$ cat src/rtl/dcache_tag_nway_pkg.sv
// Shared defaults, flush FSM states and width helpers
// for the set-associative data cache tag array.
package dcache_tag_nway_pkg;

  localparam int DCACHE_TAG_LEN = 23;
  localparam int DCACHE_IDX_LEN = 5;
  localparam int DCACHE_WAY_NUM = 2;

  typedef enum logic {
    S_IDLE = 1'b0,
    S_WALK = 1'b1
  } flush_st_e;

  function automatic int clog2(input int v);
    int r;
    r = 0;
    for (int i = 0; i < 31; i++) begin
      if ((1 << i) < v) r = i + 1;
    end
    return r;
  endfunction

  function automatic int way_bits(input int n);
    return (clog2(n) < 1) ? 1 : clog2(n);
  endfunction

endpackage

$ cat src/rtl/dcache_tag_way.sv
// One way of the tag array: per-set tag/valid/dirty storage,
// tag compare at i_index, and clear/fill/mark write ports.
// Ports:
//   clk, rst                    clock, async active-high reset
//   i_index, i_tag              request set and tag
//   i_fill_we, i_fill_dirty     fill this way at i_index
//   i_mark_we                   set dirty at i_index
//   i_clr_we, i_clr_idx         invalidate one set (flush walk)
//   o_match                     valid & tag equal at i_index
//   o_valid, o_dirty, o_tag     stored line state at i_index
module dcache_tag_way
  import dcache_tag_nway_pkg::*;
#(
  parameter int TAG_LEN = DCACHE_TAG_LEN,
  parameter int IDX_LEN = DCACHE_IDX_LEN
) (
  input  logic               clk,
  input  logic               rst,
  input  logic [IDX_LEN-1:0] i_index,
  input  logic [TAG_LEN-1:0] i_tag,
  input  logic               i_fill_we,
  input  logic               i_fill_dirty,
  input  logic               i_mark_we,
  input  logic               i_clr_we,
  input  logic [IDX_LEN-1:0] i_clr_idx,
  output logic               o_match,
  output logic               o_valid,
  output logic               o_dirty,
  output logic [TAG_LEN-1:0] o_tag
);

  localparam int SET_NUM = 1 << IDX_LEN;

  logic [TAG_LEN-1:0] r_tag [SET_NUM];
  logic [SET_NUM-1:0] r_valid;
  logic [SET_NUM-1:0] r_dirty;

  // Clear outranks fill outranks mark; the top never
  // raises more than one, this just keeps it explicit.
  always_ff @(posedge clk or posedge rst) begin
    if (rst) begin
      for (int s = 0; s < SET_NUM; s++) begin
        r_tag[s] <= '0;
      end
      r_valid <= '0;
      r_dirty <= '0;
    end else if (i_clr_we) begin
      r_valid[i_clr_idx] <= 1'b0;
      r_dirty[i_clr_idx] <= 1'b0;
    end else if (i_fill_we) begin
      r_tag[i_index]   <= i_tag;
      r_valid[i_index] <= 1'b1;
      r_dirty[i_index] <= i_fill_dirty;
    end else if (i_mark_we) begin
      r_dirty[i_index] <= 1'b1;
    end
  end

  assign o_valid = r_valid[i_index];
  assign o_dirty = r_dirty[i_index];
  assign o_tag   = r_tag[i_index];
  assign o_match = r_valid[i_index] &
                   (r_tag[i_index] == i_tag);

endmodule

$ cat src/rtl/dcache_tag_nway.sv
// N-way set-associative D-cache tag/state array with
// round-robin replacement and an invalidate-all walk.
// Ports:
//   clk, rst                 clock, async active-high reset
//   tag_i, index_i           request tag and set
//   lookup_valid_i           qualifies hit_o
//   mark_dirty_i             set dirty on the hit way
//   fill_valid_i/dirty_i     write tag_i into victim way
//   flush_i                  start invalidate-all walk
//   hit_o, hit_way_o         lookup result (lowest way)
//   victim_*_o               way a fill would use + its state
//   busy_o, flush_done_o     walk in progress / finished pulse
module dcache_tag_nway
  import dcache_tag_nway_pkg::*;
#(
  parameter int TAG_LEN = DCACHE_TAG_LEN,
  parameter int IDX_LEN = DCACHE_IDX_LEN,
  parameter int WAY_NUM = DCACHE_WAY_NUM,
  localparam int WAY_W = way_bits(WAY_NUM)
) (
  input  logic               clk,
  input  logic               rst,
  input  logic [TAG_LEN-1:0] tag_i,
  input  logic [IDX_LEN-1:0] index_i,
  input  logic               lookup_valid_i,
  input  logic               mark_dirty_i,
  input  logic               fill_valid_i,
  input  logic               fill_dirty_i,
  input  logic               flush_i,
  output logic               hit_o,
  output logic [WAY_W-1:0]   hit_way_o,
  output logic [WAY_W-1:0]   victim_way_o,
  output logic               victim_valid_o,
  output logic               victim_dirty_o,
  output logic [TAG_LEN-1:0] victim_tag_o,
  output logic               busy_o,
  output logic               flush_done_o
);

  localparam int SET_NUM = 1 << IDX_LEN;

  flush_st_e          r_state;
  flush_st_e          w_state_nxt;
  logic [IDX_LEN-1:0] r_cnt;
  logic [IDX_LEN-1:0] w_cnt_nxt;
  logic               r_done;
  logic               w_done_nxt;
  logic               w_clr;

  logic [WAY_W-1:0]   r_ptr [SET_NUM];
  logic [WAY_W-1:0]   w_ptr_nxt;

  logic [WAY_NUM-1:0] w_match;
  logic [WAY_NUM-1:0] w_valid;
  logic [WAY_NUM-1:0] w_dirty;
  logic [WAY_NUM-1:0] w_fill_we;
  logic [WAY_NUM-1:0] w_mark_we;
  logic [TAG_LEN-1:0] w_tag [WAY_NUM];

  logic               w_busy;
  logic               w_full;
  logic               w_fill_en;
  logic               w_mark_en;
  logic [WAY_W-1:0]   w_hit_way;
  logic [WAY_W-1:0]   w_vic_way;

  for (genvar g = 0; g < WAY_NUM; g++) begin : g_way
    dcache_tag_way #(
      .TAG_LEN (TAG_LEN),
      .IDX_LEN (IDX_LEN)
    ) u_way (
      .clk          (clk),
      .rst          (rst),
      .i_index      (index_i),
      .i_tag        (tag_i),
      .i_fill_we    (w_fill_we[g]),
      .i_fill_dirty (fill_dirty_i),
      .i_mark_we    (w_mark_we[g]),
      .i_clr_we     (w_clr),
      .i_clr_idx    (r_cnt),
      .o_match      (w_match[g]),
      .o_valid      (w_valid[g]),
      .o_dirty      (w_dirty[g]),
      .o_tag        (w_tag[g])
    );
  end

  assign w_busy    = (r_state == S_WALK);
  assign w_full    = &w_valid;
  assign w_fill_en = fill_valid_i & ~w_busy;
  assign hit_o     = lookup_valid_i & ~w_busy & (|w_match);
  // A simultaneous fill owns the write port; the mark is lost.
  assign w_mark_en = mark_dirty_i & hit_o & ~fill_valid_i;

  assign hit_way_o    = w_hit_way;
  assign victim_way_o = w_vic_way;
  assign busy_o       = w_busy;
  assign flush_done_o = r_done;

  always_comb begin
    w_hit_way = '0;
    for (int i = WAY_NUM - 1; i >= 0; i--) begin
      if (w_match[i]) w_hit_way = WAY_W'(i);
    end
  end

  // Free ways are used first; RR only decides on a full set.
  always_comb begin
    w_vic_way = r_ptr[index_i];
    for (int i = WAY_NUM - 1; i >= 0; i--) begin
      if (!w_valid[i]) w_vic_way = WAY_W'(i);
    end
  end

  always_comb begin
    victim_valid_o = 1'b0;
    victim_dirty_o = 1'b0;
    victim_tag_o   = '0;
    w_fill_we      = '0;
    w_mark_we      = '0;
    for (int i = 0; i < WAY_NUM; i++) begin
      if (w_vic_way == WAY_W'(i)) begin
        victim_valid_o = w_valid[i];
        victim_dirty_o = w_dirty[i];
        victim_tag_o   = w_tag[i];
        w_fill_we[i]   = w_fill_en;
      end
      if (w_hit_way == WAY_W'(i)) begin
        w_mark_we[i] = w_mark_en;
      end
    end
  end

  always_comb begin
    if (WAY_NUM == 1) begin
      w_ptr_nxt = '0;
    end else if (r_ptr[index_i] == WAY_W'(WAY_NUM - 1)) begin
      w_ptr_nxt = '0;
    end else begin
      w_ptr_nxt = r_ptr[index_i] + WAY_W'(1);
    end
  end

  always_ff @(posedge clk or posedge rst) begin
    if (rst) begin
      for (int s = 0; s < SET_NUM; s++) begin
        r_ptr[s] <= '0;
      end
    end else if (w_clr) begin
      r_ptr[r_cnt] <= '0;
    end else if (w_fill_en && w_full) begin
      r_ptr[index_i] <= w_ptr_nxt;
    end
  end

  always_ff @(posedge clk or posedge rst) begin
    if (rst) begin
      r_state <= S_IDLE;
      r_cnt   <= '0;
      r_done  <= 1'b0;
    end else begin
      r_state <= w_state_nxt;
      r_cnt   <= w_cnt_nxt;
      r_done  <= w_done_nxt;
    end
  end

  always_comb begin
    w_state_nxt = r_state;
    w_cnt_nxt   = r_cnt;
    w_done_nxt  = 1'b0;
    w_clr       = 1'b0;
    unique case (r_state)
      S_IDLE: begin
        if (flush_i) begin
          w_state_nxt = S_WALK;
          w_cnt_nxt   = '0;
        end
      end
      S_WALK: begin
        w_clr     = 1'b1;
        w_cnt_nxt = r_cnt + IDX_LEN'(1);
        if (&r_cnt) begin
          w_state_nxt = S_IDLE;
          w_done_nxt  = 1'b1;
        end
      end
    endcase
  end

`ifndef SYNTHESIS
  always_ff @(posedge clk) begin
    if (!rst && lookup_valid_i && !w_busy) begin
      assert ($countones(w_match) <= 1)
      else $error("dcache_tag_nway: multi-way tag hit");
    end
  end
`endif

endmodule

$ cat config.mk
export PLATFORM = sky130hd
export DESIGN_NAME = dcache_tag_nway
export DESIGN_NICKNAME = d
export VERILOG_FILES = /design/src/rtl/dcache_tag_nway_pkg.sv /design/src/rtl/dcache_tag_way.sv /design/src/rtl/dcache_tag_nway.sv
export SDC_FILE = /design/constraint.sdc
export NUM_CORES = 2
export LEC_CHECK = 0
export CAP_MARGIN = 20
export CELL_PAD_IN_SITES_DETAIL_PLACEMENT = 0
export CELL_PAD_IN_SITES_GLOBAL_PLACEMENT = 1
export CORE_UTILIZATION = 57
export CTS_CLUSTER_SIZE = 16
export DETAILED_ROUTE_END_ITERATION = 16
export HOLD_SLACK_MARGIN = 0.02
export PLACE_DENSITY_LB_ADDON = 0.1
export SYNTH_ARGS = -nofsm -noshare
export SYNTH_HDL_FRONTEND = slang
export SYNTH_HIERARCHICAL = 1
export SYNTH_SLANG_ARGS = --single-unit
$ cat constraint.sdc
create_clock -name clk -period 98.2 [get_ports clk]
set_input_delay 29.46 -clock clk [delete_from_list [all_inputs] [get_ports clk]]
set_output_delay 29.46 -clock clk [all_outputs]
set_load 0.01 [all_outputs]
* After elaboration in Yosys (flattened, before gate mapping)
Cells that the tools add are included.
Cells by class: reduce and logical (&&, ||, !) cells 15, magnitude comparators 8, equality and inequality tests 3, add/subtract/negate cells 2, mux-type cells 64, bitwise operators 23
Operator list (number):
- 736-bit bitwise mux | 2
- 32-bit two-way mux | 12
- 23-bit binary-select mux with 5-bit select | 2
- 32-bit bitwise AND | 5
- 23-bit two-way mux | 6
- 32-bit bitwise OR | 4
- 23-bit demux with 5-bit select | 1
- 32-bit bitwise mux | 3
- 32-bit inverter | 2
- 23-bit == test | 2
- 1-bit two-way mux | 26
- 1-bit binary-select mux with 5-bit select | 5
- 1-bit demux with 5-bit select | 4
- 6-bit greater-or-equal comparator, second input constant | 2
- 5-bit by 6-bit < comparator with 1-bit output, second input constant | 2
- 6-bit by 1-bit < comparator with 1-bit output, second input constant | 2
- 5-bit inverter with 6-bit output | 2
- 5-bit by 1-bit greater-or-equal comparator with 1-bit output, second input constant | 2
- 5-bit case mux with 2 select lines | 1
- 1-bit bitwise AND | 7
- 2-bit AND reduction | 3
- 2-bit nonzero test | 3
- 3-bit nonzero test | 2
- 5-bit by 1-bit adder with 5-bit output, second input constant | 1
- 8 further kinds | 14
Word-level totals: register bits after elaboration 1639, input bits 35

* Depth between registers and ports, before layout
word-level depth 14, depth in mapped cells 20, gate-level depth less buffers 16

* By module
The synthesis kept the hierarchy.
By module, submodules not included:
- dcache_tag_way (g_way[0].u_way) | sequential area each 20019.2 µm², cells an instance 2697, instances 1, area an instance 36772.8 µm²
- dcache_tag_way (g_way[1].u_way) | sequential area each 20019.2 µm², cells an instance 2700, instances 1, area an instance 36683.9 µm²
- dcache_tag_nway | sequential area each 975.9 µm², cells an instance 278, instances 1, area an instance 2718.9 µm²

* Worst setup path after synthesis
OpenSTA, ideal clock, no wires.
path kind input-to-output, from input index_i[0], to output hit_o, path slack 36.749 ns, buffers on the path 4, stages on the path 13, data arrival time 31.991 ns, path through buf_2 -> buf_4 -> buf_2 -> buf_2 -> mux2i_1 -> o22ai_1 -> nor4_1 -> nand2_1 -> xor2_1 -> nor4_1 -> and4_1 -> nor2_1 -> nor3b_1
RTL lines:
- start: declaration | RTL line dcache_tag_nway.sv:24 | input logic [IDX_LEN-1:0] index_i,
- end: declaration | RTL line dcache_tag_nway.sv:30 | output logic hit_o,

==> metrics <==
mux contribution to synthesized area 33.1%; Die Span X 368 µm; postcts setup bufs 0; core box area 132000 µm²; drt pass-1 iters 5; Leak 42.0 nW; Slew HR 23.0%; WS Path Type primary input to output pin; CTS tree done; hold_buf cts 0; Reg area 41000 µm²; Fill cells 10200; Setup crit start kind primary input; Peak VDD IR roughly 0.000018 V; vias in the first global route 49400; Area Growth Syn to Fin 10.1%; area of the multi-input gates 32900 µm²; worst-path maximum fanout 127; Yosys Warn Count 6; utilization after layout a little under two thirds; Avg Cell Area, Syn between 10 and 15 µm²; GRT overflow 0; Hold Path Class flip-flop to flip-flop; Synth cell types 65; Resize count post-CTS 0; initial antenna violation count 4; first-pass GRT wire length between 300000 and 400000 µm; Syn Inst Count around 5700; minimum clock period after layout 66.12 ns; Routed WL 233000 µm; Simple-Gate Fraction of Synth Area 4.15%; clock latency on the worst-skew pair 0.81 ns; layout cell share with drive strength beyond 1 36.3%; Clock Skew slightly below 0.02 ns; via count 49300; Finished Cell Area 83900 µm²; synthesized flop and latch total 1639; number of synthesized flops with an enable pin 0; largest net degree at the start of global routing roughly 190; Clock Sinks 1639; mapped cell area 76200 µm²; Layout Nets 5632; worst-margin pin slew 1.14 ns; share of flip-flops with an asynchronous set or reset 100%; total of max-cap violations 0; io pins 65; worst setup margin 32.08 ns; H-Tree Depth 4; num rows 133; sequential fraction of the synthesis area 53.8%; Synth Flop Type dfrtp_1; pwr/cell area 17.4 nW/µm²; Port Buffers between 60 and 70; clk slew on worst S/H paths 0.06 ns; CP arrival approximately 37 ns; Synth Area in Compound Gates between 5 and 6%; Final ANT Viol Nets 0; DRC viols 0; final worst-path cycle share 67.3%; Placed Area 78100 µm²; RSZ-0062 raised after global routing false; CTS root buffer clkbuf_16; Final setup viols 0; die height about 370 µm; Clock Tree Buf Depth 3; DR iter-0 viols approximately 4800; required time worst endpoint 68.74 ns; initial core utilization 57.7%; status finished clean; TritonCTS Buffers 173; overall fraction of global-route tracks in use roughly a third; HPWL Detailed 128000 µm; Wirelength per Cell between 30 and 40 µm; Sum Neg Setup Slack 0 ns; Post-Synth XOR/XNOR Area 0.184%; pre-CTS WS about 32 ns; Via-to-Cell Ratio 6.59; Peak Freq 15.1 MHz; nature of the critical path endpoint output pin; Slew Limit Fails 0; largest family of logic cells by synthesized area multiplexers; final hold vios 0; Final GP Congestion between 0.8 and 0.9; DIE AREA 135000 µm²; syn nets approximately 5700; Synth Area in Adders 0.0821%
[cells in the mapped netlist (12+ instances only)]
library cell | number | share of area (%)
o221ai_1 | 16 | 0.18
dfrtp_1 | 1639 | 54
a21oi_1 | 37 | 0.24
o31ai_1 | 17 | 0.17
a21boi_0 | 23 | 0.23
o211ai_1 | 14 | 0.14
o21ai_0 | 34 | 0.22
and3_1 | 35 | 0.29
nor4_1 | 104 | 0.85
mux2_4 | 17 | 0.34
inv_1 | 31 | 0.15
o22ai_1 | 362 | 3.0
mux4_2 | 32 | 0.95
a32o_1 | 48 | 0.63
a22oi_1 | 20 | 0.20
a21o_1 | 12 | 0.12
mux2_2 | 1469 | 22
nor2_1 | 38 | 0.19
nand2_1 | 269 | 1.3
and2_1 | 20 | 0.16
mux2i_1 | 758 | 10
buf_6 | 16 | 0.24
clkbuf_1 | 233 | 1.1
buf_4 | 25 | 0.25
xor2_1 | 16 | 0.18
buf_2 | 214 | 1.4
[flip-flops by register name (all words and copies together), names as in the netlist]
| name | count |
|---|---|
| r_ptr | 32 |
| r_cnt | 5 |
| g_way.u_way/r_valid | 64 |
| flush_done_o | 1 |
| busy_o | 1 |
| g_way.u_way/r_tag | 1472 |
| g_way.u_way/r_dirty | 64 |
[area by class of cell]
cell class	count	share of cell area (%)
Sequential cell	1639	48.9
Clock buffer	271	6.24
Antenna cell	2	0.00597
Tap cell	1755	2.62
Multi-Input combinational cell	3508	39.2
Inverter	32	0.161
Timing Repair Buffer	238	2.35
Clock inverter	37	0.489
[power breakdown]
part | switching (W) | internal, W
Clock | 0.000269 | 0.000383
Sequential | 0.0000104 | 0.000687
Combinational | 0.0000789 | 0.0000319
Total | 0.000359 | 0.00110
[per-stage QoR]
step / hold WS (ns) / total power, W / std cells
3_5_place_dp: 0.460 / 0.000817 / 7167
2_1_floorplan: 0.441 / 0.000779 / 5675
5_1_grt: 0.487 / 0.00151 / 7480
3_3_place_gp: 0.455 / 0.000815 / 7162
6_report: 0.471 / 0.00146 / 7482
4_1_cts: 0.473 / 0.00147 / 7475
[critical path, cell delays in order]
cell and delay, ns:
buf_8 0.47, buf_4 0.73, buf_12 0.68, buf_4 0.79, buf_4 0.82, mux2i_1 0.26, o22ai_1 0.10, nor4_1 0.42
nand2_1 0.16, xor2_1 0.16, nor4_1 0.55, and4_1 0.63, nor2_1 0.10, nor3b_1 0.28, clkdlybuf4s50_1 0.59
[routing by layer]
metal | GRT usage, % | vias to the layer above | routed length, µm
met4 | 11.4 | 6 | 7490
met2 | 55.6 | 1742 | 111000
li1 | - | 20800 | -
met5 | 0 | - | 37
met3 | 5.49 | 410 | 14800
met1 | 48.3 | 26400 | 99100
[logic make-up after synthesis]
logic type                 after synthesis
DFF                                   1639
buffers and inverters                  528
AOI/OAI and AO/OA                      603
adders and majority gates                5
and+or+nand+nor                        597
muxes                                 2287
xor gates and xnor gates                16
[path summary, 6_finish.rpt]
path / end / start / cells after the start / slack, ns
min reg2reg: g_way[1].u_way/r_valid[15]$_DFFE_PP0P_ / g_way[1].u_way/r_valid[15]$_DFFE_PP0P_ / 1 / 0.47
min: g_way[1].u_way/r_valid[15]$_DFFE_PP0P_ / g_way[1].u_way/r_valid[15]$_DFFE_PP0P_ / 1 / 0.47
max: hit_o / index_i[0] / 15 / 32.08
max reg2reg: g_way[1].u_way/r_tag[154]$_DFFE_PP0P_ / g_way[1].u_way/r_valid[23]$_DFFE_PP0P_ / 11 / 92.88
min in group asynchronous: g_way[1].u_way/r_dirty[6]$_DFFE_PP0P_ / rst / 2 / 29.39
max in group asynchronous: g_way[1].u_way/r_tag[84]$_DFFE_PP0P_ / rst / 6 / 65.70
[placed cells by master, fill, tap and decap left out, types with 10 or more instances in the layout]
cell type,n
o22ai_1,362
a21o_1,12
a21oi_1,37
nand2b_1,10
nor4_1,103
clkbuf_8,41
clkbuf_1,51
o211ai_1,14
clkbuf_16,179
nor3_1,10
xor2_1,16
nand2_1,221
mux2_1,11
o221ai_1,16
and2_2,11
o31ai_1,17
clkinv_2,19
a22oi_1,20
mux2i_1,758
a21boi_0,23
and3_1,35
nand4bb_2,11
nor2_1,38
mux2_4,17
mux4_2,32
a32o_1,48
buf_2,28
o21ai_0,34
nand2_2,48
clkdlybuf4s50_1,36
nand3_1,10
mux2_2,1469
buf_4,161
inv_1,29
nor3b_1,10
dfrtp_1,1639
No activity file was read; power rests on OpenSTA's default activity.
